===== src/rtl/keypad_pkg.sv =====
// Shared types and constants for the hex keypad scanner.
// KEY_MAP is indexed [row][col] and matches the printed legend of the keypad.
package keypad_pkg;

    typedef enum logic [1:0] {
        SCAN,
        DEBOUNCE,
        HOLD
    } scan_state_t;

    localparam int MAX_DIGITS = 8;

    localparam logic [3:0] KEY_MAP [4][4] = '{
        '{4'h1, 4'h2, 4'h3, 4'hA},
        '{4'h4, 4'h5, 4'h6, 4'hB},
        '{4'h7, 4'h8, 4'h9, 4'hC},
        '{4'hE, 4'h0, 4'hF, 4'hD}
    };

    // Active-low one-hot pattern; used for both column drive and the expected row image.
    function automatic logic [3:0] onehot_low(input logic [1:0] idx);
        onehot_low = ~(4'b0001 << idx);
    endfunction

    function automatic logic single_low(input logic [3:0] rows);
        single_low = ($countones(~rows) == 1);
    endfunction

    function automatic logic [1:0] low_index(input logic [3:0] rows);
        low_index = 2'd0;
        for (int i = 3; i >= 0; i--) begin
            if (!rows[i]) low_index = 2'(i);
        end
    endfunction

endpackage


===== src/rtl/tick_gen.sv =====
// Free-running divide-by-DIV counter producing a one-clock enable pulse.
// The pulse is high while the counter sits at its terminal value DIV-1.
module tick_gen #(
    parameter int DIV = 2
) (
    input  logic clk,
    input  logic rst_n,
    output logic tick
);

    localparam int CW = (DIV > 2) ? $clog2(DIV) : 1;
    localparam logic [CW-1:0] LAST = CW'(DIV - 1);

    logic [CW-1:0] cnt;

    always_ff @(posedge clk or negedge rst_n) begin
        if (!rst_n)
            cnt <= '0;
        else if (cnt == LAST)
            cnt <= '0;
        else
            cnt <= cnt + CW'(1);
    end

    assign tick = (cnt == LAST);

endmodule


===== src/rtl/hex_keypad_scanner.sv =====
// 4x4 hex keypad scanner: column scan, per-key debounce, and a 32-bit digit entry
// register in display nibble order (newest digit in [3:0]).
module hex_keypad_scanner
    import keypad_pkg::*;
#(
    parameter int CLK_HZ         = 100_000_000,
    parameter int SCAN_HZ        = 1_000,
    parameter int DEBOUNCE_SCANS = 4
) (
    input  logic        clk,
    input  logic        rst_n,
    input  logic [3:0]  row_in,
    output logic [3:0]  col_out,
    input  logic        clear,
    output logic        key_valid,
    output logic [3:0]  key_code,
    output logic [31:0] number,
    output logic [3:0]  digit_count
);

    localparam int SCAN_DIV = CLK_HZ / SCAN_HZ;
    localparam int CNT_W    = $clog2(DEBOUNCE_SCANS + 1);
    localparam logic [CNT_W-1:0] CNT_LAST = CNT_W'(DEBOUNCE_SCANS - 1);

    logic              tick;
    logic [3:0]        row_meta, row_sync;
    scan_state_t       state, state_nxt;
    logic [1:0]        col, col_nxt;
    logic [1:0]        lrow, lrow_nxt;
    logic [CNT_W-1:0]  cnt, cnt_nxt;
    logic              accept;
    logic [3:0]        accept_code;

    tick_gen #(.DIV(SCAN_DIV)) u_tick (
        .clk   (clk),
        .rst_n (rst_n),
        .tick  (tick)
    );

    // Rows idle high, so the synchroniser resets to "no key".
    always_ff @(posedge clk or negedge rst_n) begin
        if (!rst_n) begin
            row_meta <= 4'b1111;
            row_sync <= 4'b1111;
        end else begin
            row_meta <= row_in;
            row_sync <= row_meta;
        end
    end

    always_ff @(posedge clk or negedge rst_n) begin
        if (!rst_n) begin
            state <= SCAN;
            col   <= 2'd0;
            lrow  <= 2'd0;
            cnt   <= '0;
        end else begin
            state <= state_nxt;
            col   <= col_nxt;
            lrow  <= lrow_nxt;
            cnt   <= cnt_nxt;
        end
    end

    // In DEBOUNCE and HOLD the column is frozen, so cnt counts consecutive ticks of one
    // observation: matching presses in DEBOUNCE, all-released ticks in HOLD.
    always_comb begin
        state_nxt = state;
        col_nxt   = col;
        lrow_nxt  = lrow;
        cnt_nxt   = cnt;
        accept    = 1'b0;
        if (tick) begin
            case (state)
                SCAN: begin
                    if (single_low(row_sync)) begin
                        lrow_nxt = low_index(row_sync);
                        if (DEBOUNCE_SCANS == 1) begin
                            accept    = 1'b1;
                            cnt_nxt   = '0;
                            state_nxt = HOLD;
                        end else begin
                            cnt_nxt   = CNT_W'(1);
                            state_nxt = DEBOUNCE;
                        end
                    end else begin
                        col_nxt = col + 2'd1;
                    end
                end
                DEBOUNCE: begin
                    if (row_sync == onehot_low(lrow)) begin
                        if (cnt == CNT_LAST) begin
                            accept    = 1'b1;
                            cnt_nxt   = '0;
                            state_nxt = HOLD;
                        end else begin
                            cnt_nxt = cnt + CNT_W'(1);
                        end
                    end else begin
                        cnt_nxt   = '0;
                        col_nxt   = col + 2'd1;
                        state_nxt = SCAN;
                    end
                end
                HOLD: begin
                    if (row_sync == 4'b1111) begin
                        if (cnt == CNT_LAST) begin
                            cnt_nxt   = '0;
                            col_nxt   = col + 2'd1;
                            state_nxt = SCAN;
                        end else begin
                            cnt_nxt = cnt + CNT_W'(1);
                        end
                    end else begin
                        cnt_nxt = '0;
                    end
                end
                default: begin
                    cnt_nxt   = '0;
                    state_nxt = SCAN;
                end
            endcase
        end
    end

    assign accept_code = KEY_MAP[lrow_nxt][col];
    assign col_out     = onehot_low(col);

    // Clear owns the entry register, but an accept in the same clock still reports its key.
    always_ff @(posedge clk or negedge rst_n) begin
        if (!rst_n) begin
            key_valid   <= 1'b0;
            key_code    <= 4'h0;
            number      <= 32'h0;
            digit_count <= 4'd0;
        end else begin
            key_valid <= accept;
            if (accept)
                key_code <= accept_code;
            if (clear) begin
                number      <= 32'h0;
                digit_count <= 4'd0;
            end else if (accept) begin
                number <= {number[27:0], accept_code};
                if (digit_count < 4'(MAX_DIGITS))
                    digit_count <= digit_count + 4'd1;
            end
        end
    end

endmodule


===== config.mk =====
export PLATFORM = sky130hd
export DESIGN_NAME = hex_keypad_scanner
export DESIGN_NICKNAME = d
export VERILOG_FILES = /design/src/rtl/keypad_pkg.sv /design/src/rtl/tick_gen.sv /design/src/rtl/hex_keypad_scanner.sv
export SDC_FILE = /design/constraint.sdc
export NUM_CORES = 1
export LEC_CHECK = 0
export CORE_MARGIN = 10
export CORE_UTILIZATION = 55
export DETAILED_ROUTE_END_ITERATION = 8
export GPL_TIMING_DRIVEN = 0
export PLACE_DENSITY = 0.89
export SETUP_SLACK_MARGIN = 0.15
export SYNTH_ARGS = -nofsm -noshare
export SYNTH_HDL_FRONTEND = slang
export SYNTH_SLANG_ARGS = --single-unit

===== constraint.sdc =====
create_clock -name clk -period 5.7 [get_ports clk]
set_input_delay 1.14 -clock clk [delete_from_list [all_inputs] [get_ports clk]]
set_output_delay 1.14 -clock clk [all_outputs]
set_load 0.05 [all_outputs]

; After elaboration in Yosys (flattened, before gate mapping)
; Cells that the tools add are included.
[op_classes]
eq_ne = 13
shifts = 2
n_reduce_logical = 8
n_bitwise = 5
magnitude_cmp = 3
add_sub_neg = 7
n_mux = 39
[ops]
columns = operator, count
row1 = 2-to-1 mux 32 bit, 2
row2 = binary-select mux 16 bit (select 2 bit), 1
row3 = 2-to-1 mux 16 bit, 2
row4 = 2-to-1 mux 2 bit, 16
row5 = 2-to-1 mux 4 bit, 5
row6 = adder 17 x 1 -> 17 bit (second input constant), 1
row7 = equality test 17 bit (second input constant), 1
row8 = 2-to-1 mux 17 bit, 1
row9 = 2-to-1 mux 3 bit, 4
row10 = NOT 4 bit, 3
row11 = case mux 2 bit (3 select lines), 2
row12 = inequality test 2 bit (second input constant), 5
row13 = case mux 3 bit (3 select lines), 1
row14 = binary-select mux 4 bit (select 2 bit), 1
row15 = left shift 1 x 2 -> 4 bit (first input constant), 2
row16 = greater-or-equal comparator 3 bit (second input constant), 2
row17 = NOT 2 -> 3 bit, 2
row18 = AND reduction 6 bit, 1
row19 = AND reduction 5 bit, 1
row20 = adder 1 x 1 -> 2 bit, 2
row21 = adder 4 x 1 -> 4 bit (second input constant), 1
row22 = equality test 4 bit, 1
row23 = equality test 4 bit (second input constant), 1
row24 = less-than comparator 4 bit (second input constant), 1
row25 = other kinds (13), 18
[word_totals]
register_bits = 75
word_cells = 88
in_bits = 7

; Depth between registers and ports, before layout
; Gate-level depths: netlist (run 1).
[logic_depth]
ltp_word = 16
mapped_depth = 11

; Hierarchy
; From an unflattened synthesis (run 1), not the netlist that was laid out.
[hier_totals]
cells_unflattened = 322
area_unflattened_um2 = 3569.7
[by_module_without_submodules]
columns = module, area_per_inst_um2, n_inst, cells_each, seq_area_each_um2
row1 = hex_keypad_scanner, 2776.4, 1, 248, 1461.4
row2 = tick_gen, 793.3, 1, 74, 425.4

; Worst setup path before layout (run 1)
; Ideal clock, no wire load.
[synth_timing]
path_kind = register to register
from = register row_sync[1]
to = register number[0]
stages_incl_launch_ff = 11
period_less_slack_ns = 3.409
path_buffers = 0
setup_time_ns = 0.122
setup_slack_ns = 2.291
arrival_time_ns = 3.288
cell_sequence = dfstp_2 fa_1 inv_1 ha_1 ha_1 or3b_2 or3_1 or3_1 and2_1 a211o_1 a32o_1
[synth_via]
elab_chain_len = 16
elab_cells_between_ends = 23
cone_classes = add/sub: 2 / eq/ne: 2 / mux: 16 / bitwise: 2 / reduce/logical: 1
[synth_rtl]
columns = item, line_no
row1 = start: declaration, hex_keypad_scanner.sv:26  ; logic [3:0] row_meta, row_sync;
row2 = start signal: assignment, hex_keypad_scanner.sv:47  ; row_sync <= row_meta;
row3 = NOT 4 bit, keypad_pkg.sv:26  ; single_low = ($countones(~rows) == 1);
row4 = adder 1 x 1 -> 2 bit (not written as such), keypad_pkg.sv:26
row5 = adder 2 x 2 -> 3 bit (not written as such), keypad_pkg.sv:26
row6 = equality test 3 x 1 -> 1 bit, keypad_pkg.sv:26
row7 = 2-to-1 mux 2 bit, hex_keypad_scanner.sv:76  ; if (single_low(row_sync)) begin
row8 = 2-to-1 mux 2 bit, hex_keypad_scanner.sv:74  ; case (state)
row9 = 2-to-1 mux 2 bit, hex_keypad_scanner.sv:73  ; if (tick) begin
row10 = NOT 2 -> 3 bit (not written as such), hex_keypad_scanner.sv:126  ; assign accept_code = KEY_MAP[lrow_nxt][col];
row11 = binary-select mux 16 bit (select 2 bit), hex_keypad_scanner.sv:126
row12 = 2-to-1 mux 16 bit (not written as such) (2 in series), hex_keypad_scanner.sv:126
row13 = binary-select mux 4 bit (select 2 bit), hex_keypad_scanner.sv:126
row14 = 2-to-1 mux 4 bit (not written as such) (2 in series), hex_keypad_scanner.sv:126
row15 = 2-to-1 mux 32 bit, hex_keypad_scanner.sv:143  ; end else if (accept) begin
row16 = 2-to-1 mux 32 bit, hex_keypad_scanner.sv:140  ; if (clear) begin
row17 = end signal: assignment, hex_keypad_scanner.sv:144  ; number <= {number[27:0], accept_code};
row18 = end: declaration, hex_keypad_scanner.sv:17  ; output logic [31:0] number,
; Parallel ways exist; a longest one is shown, timed or not. The select of a mux whose other input is x is not followed.
; A chain may end at the register's enable or synchronous reset.

; Worst setup path after layout (run 1)
; Ends and elaborated chain as after synthesis.

==> results of run 1 <==
-- critical path, stage by stage, from the launching register on --
cell	delay [ns]
dfstp_2	0.60
fa_1	0.43
inv_1	0.07
ha_1	0.14
ha_1	0.21
or3b_2	0.50
or3_1	0.42
or3_1	0.43
and2_1	0.22
a211o_1	0.26
a32o_1	0.21
-- cell families (layout without fill, tap and decap cells) --
kind of cell | count (synthesis) | after routing | share of synthesized area [%]
mux | 1 | 1 | 0.318
buf+inv | 32 | 98 | 3.60
compound gates | 86 | 86 | 15.2
fa+ha+maj | 11 | 11 | 4.09
flops | 75 | 75 | 53.2
simple gates | 139 | 139 | 19.8
xor+xnor | 15 | 15 | 3.71
-- stage by stage --
| stage | setup slack, ns | utilization (%) | hold WS (ns) | cells |
|---|---|---|---|---|
| after floorplan | 2.29 | - | 0.345 | 359 |
| after global placement | 1.06 | 65.6 | 0.346 | 486 |
| after detailed placement | 2.09 | 65.6 | 0.347 | 486 |
| after CTS | 2.08 | 69.0 | 0.359 | 502 |
| after global routing | 1.93 | 69.0 | 0.363 | 502 |
| final | 2.11 | 69.0 | 0.358 | 502 |
-- worst min-delay path by stage --
stage | start | to | slack (ns) | depth (start not counted)
after floorplan | row_meta[0] | row_sync[0] | 0.35 | 0
after global placement | row_meta[0] | row_sync[0] | 0.35 | 0
after detailed placement | row_meta[3] | row_sync[3] | 0.35 | 0
after CTS | row_meta[2] | row_sync[2] | 0.36 | 0
after global routing | row_meta[2] | row_sync[2] | 0.36 | 0
final | row_meta[1] | row_sync[1] | 0.36 | 0
-- final cells by class --
| cell class | count | area, sq um | area share, % |
|---|---|---|---|
| timing repair buffer | 50 | 498 | 11.4 |
| sequential | 75 | 1890 | 43.3 |
| inverter | 17 | 63.8 | 1.47 |
| buffer | 15 | 63.8 | 1.47 |
| clock inverter | 6 | 87.6 | 2.01 |
| tap | 77 | 96.3 | 2.21 |
| multi-input combinational | 252 | 1530 | 35.2 |
| clock buffer | 10 | 128 | 2.93 |
-- flip-flops by register name, indices dropped and copies added (netlist names), 3 cells and up --
| register | flops |
|---|---|
| number | 32 |
| cnt | 3 |
| row_meta | 4 |
| u_tick.cnt | 17 |
| row_sync | 4 |
| digit_count | 4 |
| key_code | 4 |
-- power by group through the flow --
stage	clock [uW]	combinational, uW	sequential, uW
after detailed placement	0	33.8	550
after global routing	474	37.9	540
after CTS	452	33.9	540
after floorplan	0	15.4	550
final	448	32.9	540
after global placement	0	32.1	550
-- cell usage in the layout, fill, tap and decap left out, types with 8 or more instances in the layout --
master / instances
a21oi_1: 40
clkbuf_8: 9
dfstp_2: 8
clkdlybuf4s50_1: 49
clkbuf_1: 13
inv_1: 16
xnor2_1: 9
o21ai_0: 11
ha_1: 10
nand3_1: 13
nand2_1: 70
nor2_1: 13
dfrtp_1: 67
-- per-layer routing --
layer / share of wire (%) / vias up / wire length, um
met5: 0 / - / 0
li1: - / 1377 / -
met1: 42 / 1404 / 3390
met4: 1.8 / 0 / 148
met3: 6.8 / 16 / 552
met2: 50 / 84 / 4080
==> results.json, run 1 <==
{
  "run_status": "finished clean",
  "clock-sinks": 75,
  "top_usage_layer": "met2",
  "worst_setup_hold_path_clk_slew_ns": 0.08,
  "power.total_uw": 1020,
  "postCtsSetupBuffers": 0,
  "final.fill_count": 456,
  "rr_endpoint": "number[0]",
  "numPortBuffers": 50,
  "hold_class": "reg2reg",
  "netlist.area_leader.share_pct": 47.3,
  "post-synth-top-area-cell": "dfrtp_1",
  "hpwlAfterDp_mm": 5.72,
  "gr-usage-met3_pct": 4.88,
  "tritoncts": "yes",
  "timing.critical_path.to": "number[0]",
  "number_of_violations_reported_at_the_end_of_detailed_routing_iteration_0": 141,
  "power.switching_fraction_pct": 22.3,
  "timing.max_slew.rel_slack_pct": 37.5,
  "max-cap-violations": 0,
  "total_leakage_power_uw": 0.00184,
  "tightestPinTransition_ns": 0.913,
  "power.share.combinational_pct": 3.2,
  "final_layout_size_suffix_gt1_share_pct": 7.76,
  "dr_total_vias": 2881,
  "post_cts.resized_instances": 0,
  "cts_inserted_buffers": 9,
  "reg2reg_from": "row_sync[1]",
  "power.density_cell_area_nw_per_um2": 234,
  "hold_violations": 0,
  "synth_area_sq_um": 3550,
  "clock-root-buffer": "clkbuf_8",
  "design.die.area_sq_um": 10100,
  "critical_path_peak_fanout": 7,
  "grt.met2_usage_pct": 26.0,
  "core_sq_um": 6310,
  "crit_arrival_ns": 3.84,
  "grtUsageTotal_pct": 16.2,
  "power_frac_seq_pct": 52.9,
  "grt_pass1_wl_mm": 13.2,
  "route.detailed.vias_per_inst": 5.74,
  "critPathLaunchType": "flip-flop",
  "first_global_vias": 2726,
  "rr_worst_depth": 10,
  "antenna_left": 0,
  "detailed_place.area_sq_um": 4140,
  "syn_to_final_growth_pct": 22.8,
  "final_nets": 438,
  "clock_latency_ns": 0.35,
  "rsz0062_at_grt": "no",
  "report.final.setup_viol": 0,
  "detail_route.first_pass.iterations": 4,
  "ports": 52,
  "endpoint_kind": "flip-flop",
  "die_h_um": 100,
  "die_w_um": 100,
  "synth-async-reset-ratio_pct": 100,
  "synth_top_flop_cell": "dfrtp_1",
  "yosys-top-cells-area": "dfrtp_1, nand2_1, dfstp_2, a21oi_1, ha_1",
  "crit_required_ns": 5.95,
  "yosys_warnings": 0,
  "synth_seq_area_share_pct": 53.2,
  "period_share_pct": 63.0,
  "total_switching_power_uw": 227,
  "finalWirelength_mm": 8.17,
  "drc": 0,
  "crit_type": "reg2reg",
  "share_of_power_burned_in_the_clock_network_pct": 43.9,
  "syn_area_per_cell_sq_um": 9.88,
  "wl_per_cell_um": 16.3,
  "worstSetupStartpoint": "row_sync[1]",
  "gr-total-overflow": 0,
  "grt_antenna_before_repair": 0,
  "synth_cells": 359,
  "yosysMostFrequentCell": "nand2_1",
  "hold_buffers": 0,
  "synth_edf_count": 0,
  "grt_start_max_net_pins": 76,
  "ys_top_cells_by_count": "nand2_1, dfrtp_1, a21oi_1, inv_1",
  "max_slew_vio_count": 0,
  "regToRegSetupSlack_ns": 2.11,
  "post-route-cell-area_sq_um": 4360,
  "synth.net_count": 377,
  "fin_setup_tns_ns": 0,
  "worst_ir_drop_vdd_mv": 0.164,
  "rows": 29,
  "fmax_ghz": 0.278,
  "ys_seq_elements": 75,
  "insertedDiodeCount": 0,
  "floorplan.initialDensity_pct": 56.2,
  "gr_layer_usage_met1_pct": 19.6,
  "power.internal_uw": 794,
  "clockBufferDepth": 2,
  "gp_congestion": 0.824,
  "finClkSkew_ns": 0.00941,
  "min_period_ns": 3.59,
  "cts_htree_levels": 3,
  "netlist-cell-type-count": 60
}
(Power assumes the default switching activity.)
==> inputs of run 2 (changes only) <==
CORE_UTILIZATION = 49   (was 55)
PLACE_DENSITY = 0.84   (was 0.89)
clock period = 3.3 ns   (was 5.7 ns; I/O delays follow)
==> results.json, run 2 (synthesized netlist as in run 1, its figures left out) <==
{
  "report.final.setup_viol": 0,
  "detailedPlace.worstSlack_ns": -0.115,
  "grt_antenna_before_repair": 0,
  "top_usage_layer": "met2",
  "hold_buffers": 0,
  "die_h_um": 105,
  "finClkSkew_ns": 0.0122,
  "max_slew_vio_count": 0,
  "wl_per_cell_um": 16.2,
  "placed_cells": 505,
  "max-cap-violations": 0,
  "final_layout_size_suffix_gt1_share_pct": 12.7,
  "numPortBuffers": 50,
  "largest_reg_flops": 32,
  "min_period_ns": 3.28,
  "tritoncts": "yes",
  "cp_top_family": "simple AND/OR/NAND/NOR gates",
  "finalNonFillerCells": 529,
  "mostFrequentLayoutCells": "nand2_1, dfrtp_1, clkdlybuf4s50_1",
  "cts_inserted_buffers": 9,
  "cp_slowest_cell": "dfstp_2",
  "fmax_ghz": 0.305,
  "first_global_vias": 2864,
  "hold_class": "reg2reg",
  "worst_ir_drop_vdd_mv": 0.201,
  "clock-root-buffer": "clkbuf_8",
  "floorplan.initialDensity_pct": 51.3,
  "worstPathCellList": "fa_1 > inv_1 > ha_2 > ha_4 > or3b_4 > or3_4 > or3_4 > and2_4 > a211o_1 > a32o_1",
  "crit_required_ns": 3.54,
  "clock-sinks": 75,
  "hold_violations": 0,
  "syn_to_final_growth_pct": 27.9,
  "post-route-cell-area_sq_um": 4540,
  "top_flop_regs": "number (32), u_tick.cnt (17)",
  "power.density_cell_area_nw_per_um2": 391,
  "hpwlAfterDp_mm": 5.80,
  "cp_slowest_stage_delay_ns": 0.55,
  "cts_htree_levels": 3,
  "detailed_place.area_sq_um": 4180,
  "antenna_left": 0,
  "rr_endpoint": "number[0]",
  "mostFrequentLayoutCell": "nand2_1",
  "endpoint_kind": "flip-flop",
  "timing.critical_path.to": "number[0]",
  "drc": 0,
  "gr-usage-met3_pct": 4.48,
  "top_register": "number",
  "critPathLaunchType": "flip-flop",
  "detail_route.first_pass.iterations": 5,
  "grtUsageTotal_pct": 15.5,
  "postLayoutCoreUtil_pct": 65.7,
  "worst_setup_hold_path_clk_slew_ns": 0.08,
  "gr-total-overflow": 0,
  "total_leakage_power_uw": 0.00189,
  "grt.met2_usage_pct": 25.0,
  "core_sq_um": 6910,
  "rr_worst_depth": 10,
  "grt_pass1_wl_mm": 14.3,
  "regToRegSetupSlack_ns": 0.02,
  "clockBufferDepth": 2,
  "run_status": "finished clean",
  "crit_type": "reg2reg",
  "path_depth": 10,
  "critical_path_peak_fanout": 3,
  "rsz0062_at_grt": "yes",
  "clock_latency_ns": 0.35,
  "final.fill_count": 546,
  "number_of_violations_reported_at_the_end_of_detailed_routing_iteration_0": 164,
  "tightestPinTransition_ns": 0.889,
  "rows": 30,
  "worstSetupStartpoint": "row_sync[3]",
  "timing.max_slew.rel_slack_pct": 39.2,
  "reg2reg_from": "row_sync[3]",
  "crit_arrival_ns": 3.52,
  "die_w_um": 105,
  "route.detailed.vias_per_inst": 5.68,
  "design.die.area_sq_um": 11000,
  "ports": 52,
  "gp_congestion": 0.812,
  "finalWirelength_mm": 8.58,
  "hold_path.startpoint": "row_meta[3]",
  "postLayoutSetupSlackWorst_ns": 0.0194,
  "dr_total_vias": 3007,
  "final_nets": 446,
  "critical_path.n_buffers_inverters": 1,
  "period_share_pct": 99.4,
  "insertedDiodeCount": 0,
  "gr_layer_usage_met1_pct": 19.5,
  "timing.critical_path.mode_cell": "or3_4",
  "grt_start_max_net_pins": 76
}
## run 2: cell types whose count changed in the layout (fill, tap and decap cells not counted), sizes merged
| cell | previous run | this run |
|---|---|---|
| buf | 4 | 12 |
| clkinvlp | 0 | 1 |
| inv | 18 | 17 |
## run 2: what timing repair did
| action | 4_1_cts | 5_1_grt |
|---|---|---|
| endpoints found under the setup margin | 5 | 36 |
| setup buffers | 7 | 1 |
| resized for setup | 5 | 11 |
| hold endpoints to repair | 0 | 0 |
| cloned | 0 | 0 |
| pin swaps | 5 | 5 |
## run 2: routing by layer
layer  wire [um]  part of all wire, %
met1        3580                   42
met2        4240                   49
met3         579                  6.8
met4         180                  2.1
met5           0                    0
## run 2: report_power, final
| part | switching, uW | total [uW] | internal (uW) |
|---|---|---|---|
| logic | 48.5 | 76.4 | 27.9 |
| registers | 3.67 | 931 | 927 |
| clock network | 340 | 767 | 427 |
## run 2: layout make-up
class                      instances  area [sq um]  share of cell area (%)
buffer                            15          63.8                    1.41
timing repair buffer              58           562                    12.4
sequential                        75          1890                    41.6
clock buffer                      10           128                    2.81
multi-input combinational        252          1620                    35.8
clock inverter                     6          90.1                    1.99
tap                               96           120                    2.65
inverter                          17          63.8                    1.41
## run 2: how the worst min path moves through the flow
stage	depth (start not counted)	endpoint	slack [ns]
3_3_place_gp	0	row_sync[2]	0.35
6_report	0	row_sync[3]	0.36
5_1_grt	0	row_sync[3]	0.36
3_5_place_dp	0	row_sync[2]	0.35
2_1_floorplan	0	row_sync[0]	0.35
4_1_cts	0	row_sync[3]	0.36
## run 2: stage by stage
| step | hold slack [ns] | power [uW] | setup TNS [ns] |
|---|---|---|---|
| 2_1_floorplan | 0.345 | 980 | 0 |
| 3_3_place_gp | 0.347 | 1010 | -58.21 |
| 3_5_place_dp | 0.349 | 1010 | -0.298 |
| 4_1_cts | 0.360 | 1790 | 0 |
| 5_1_grt | 0.363 | 1830 | -0.393 |
| 6_report | 0.359 | 1770 | 0 |
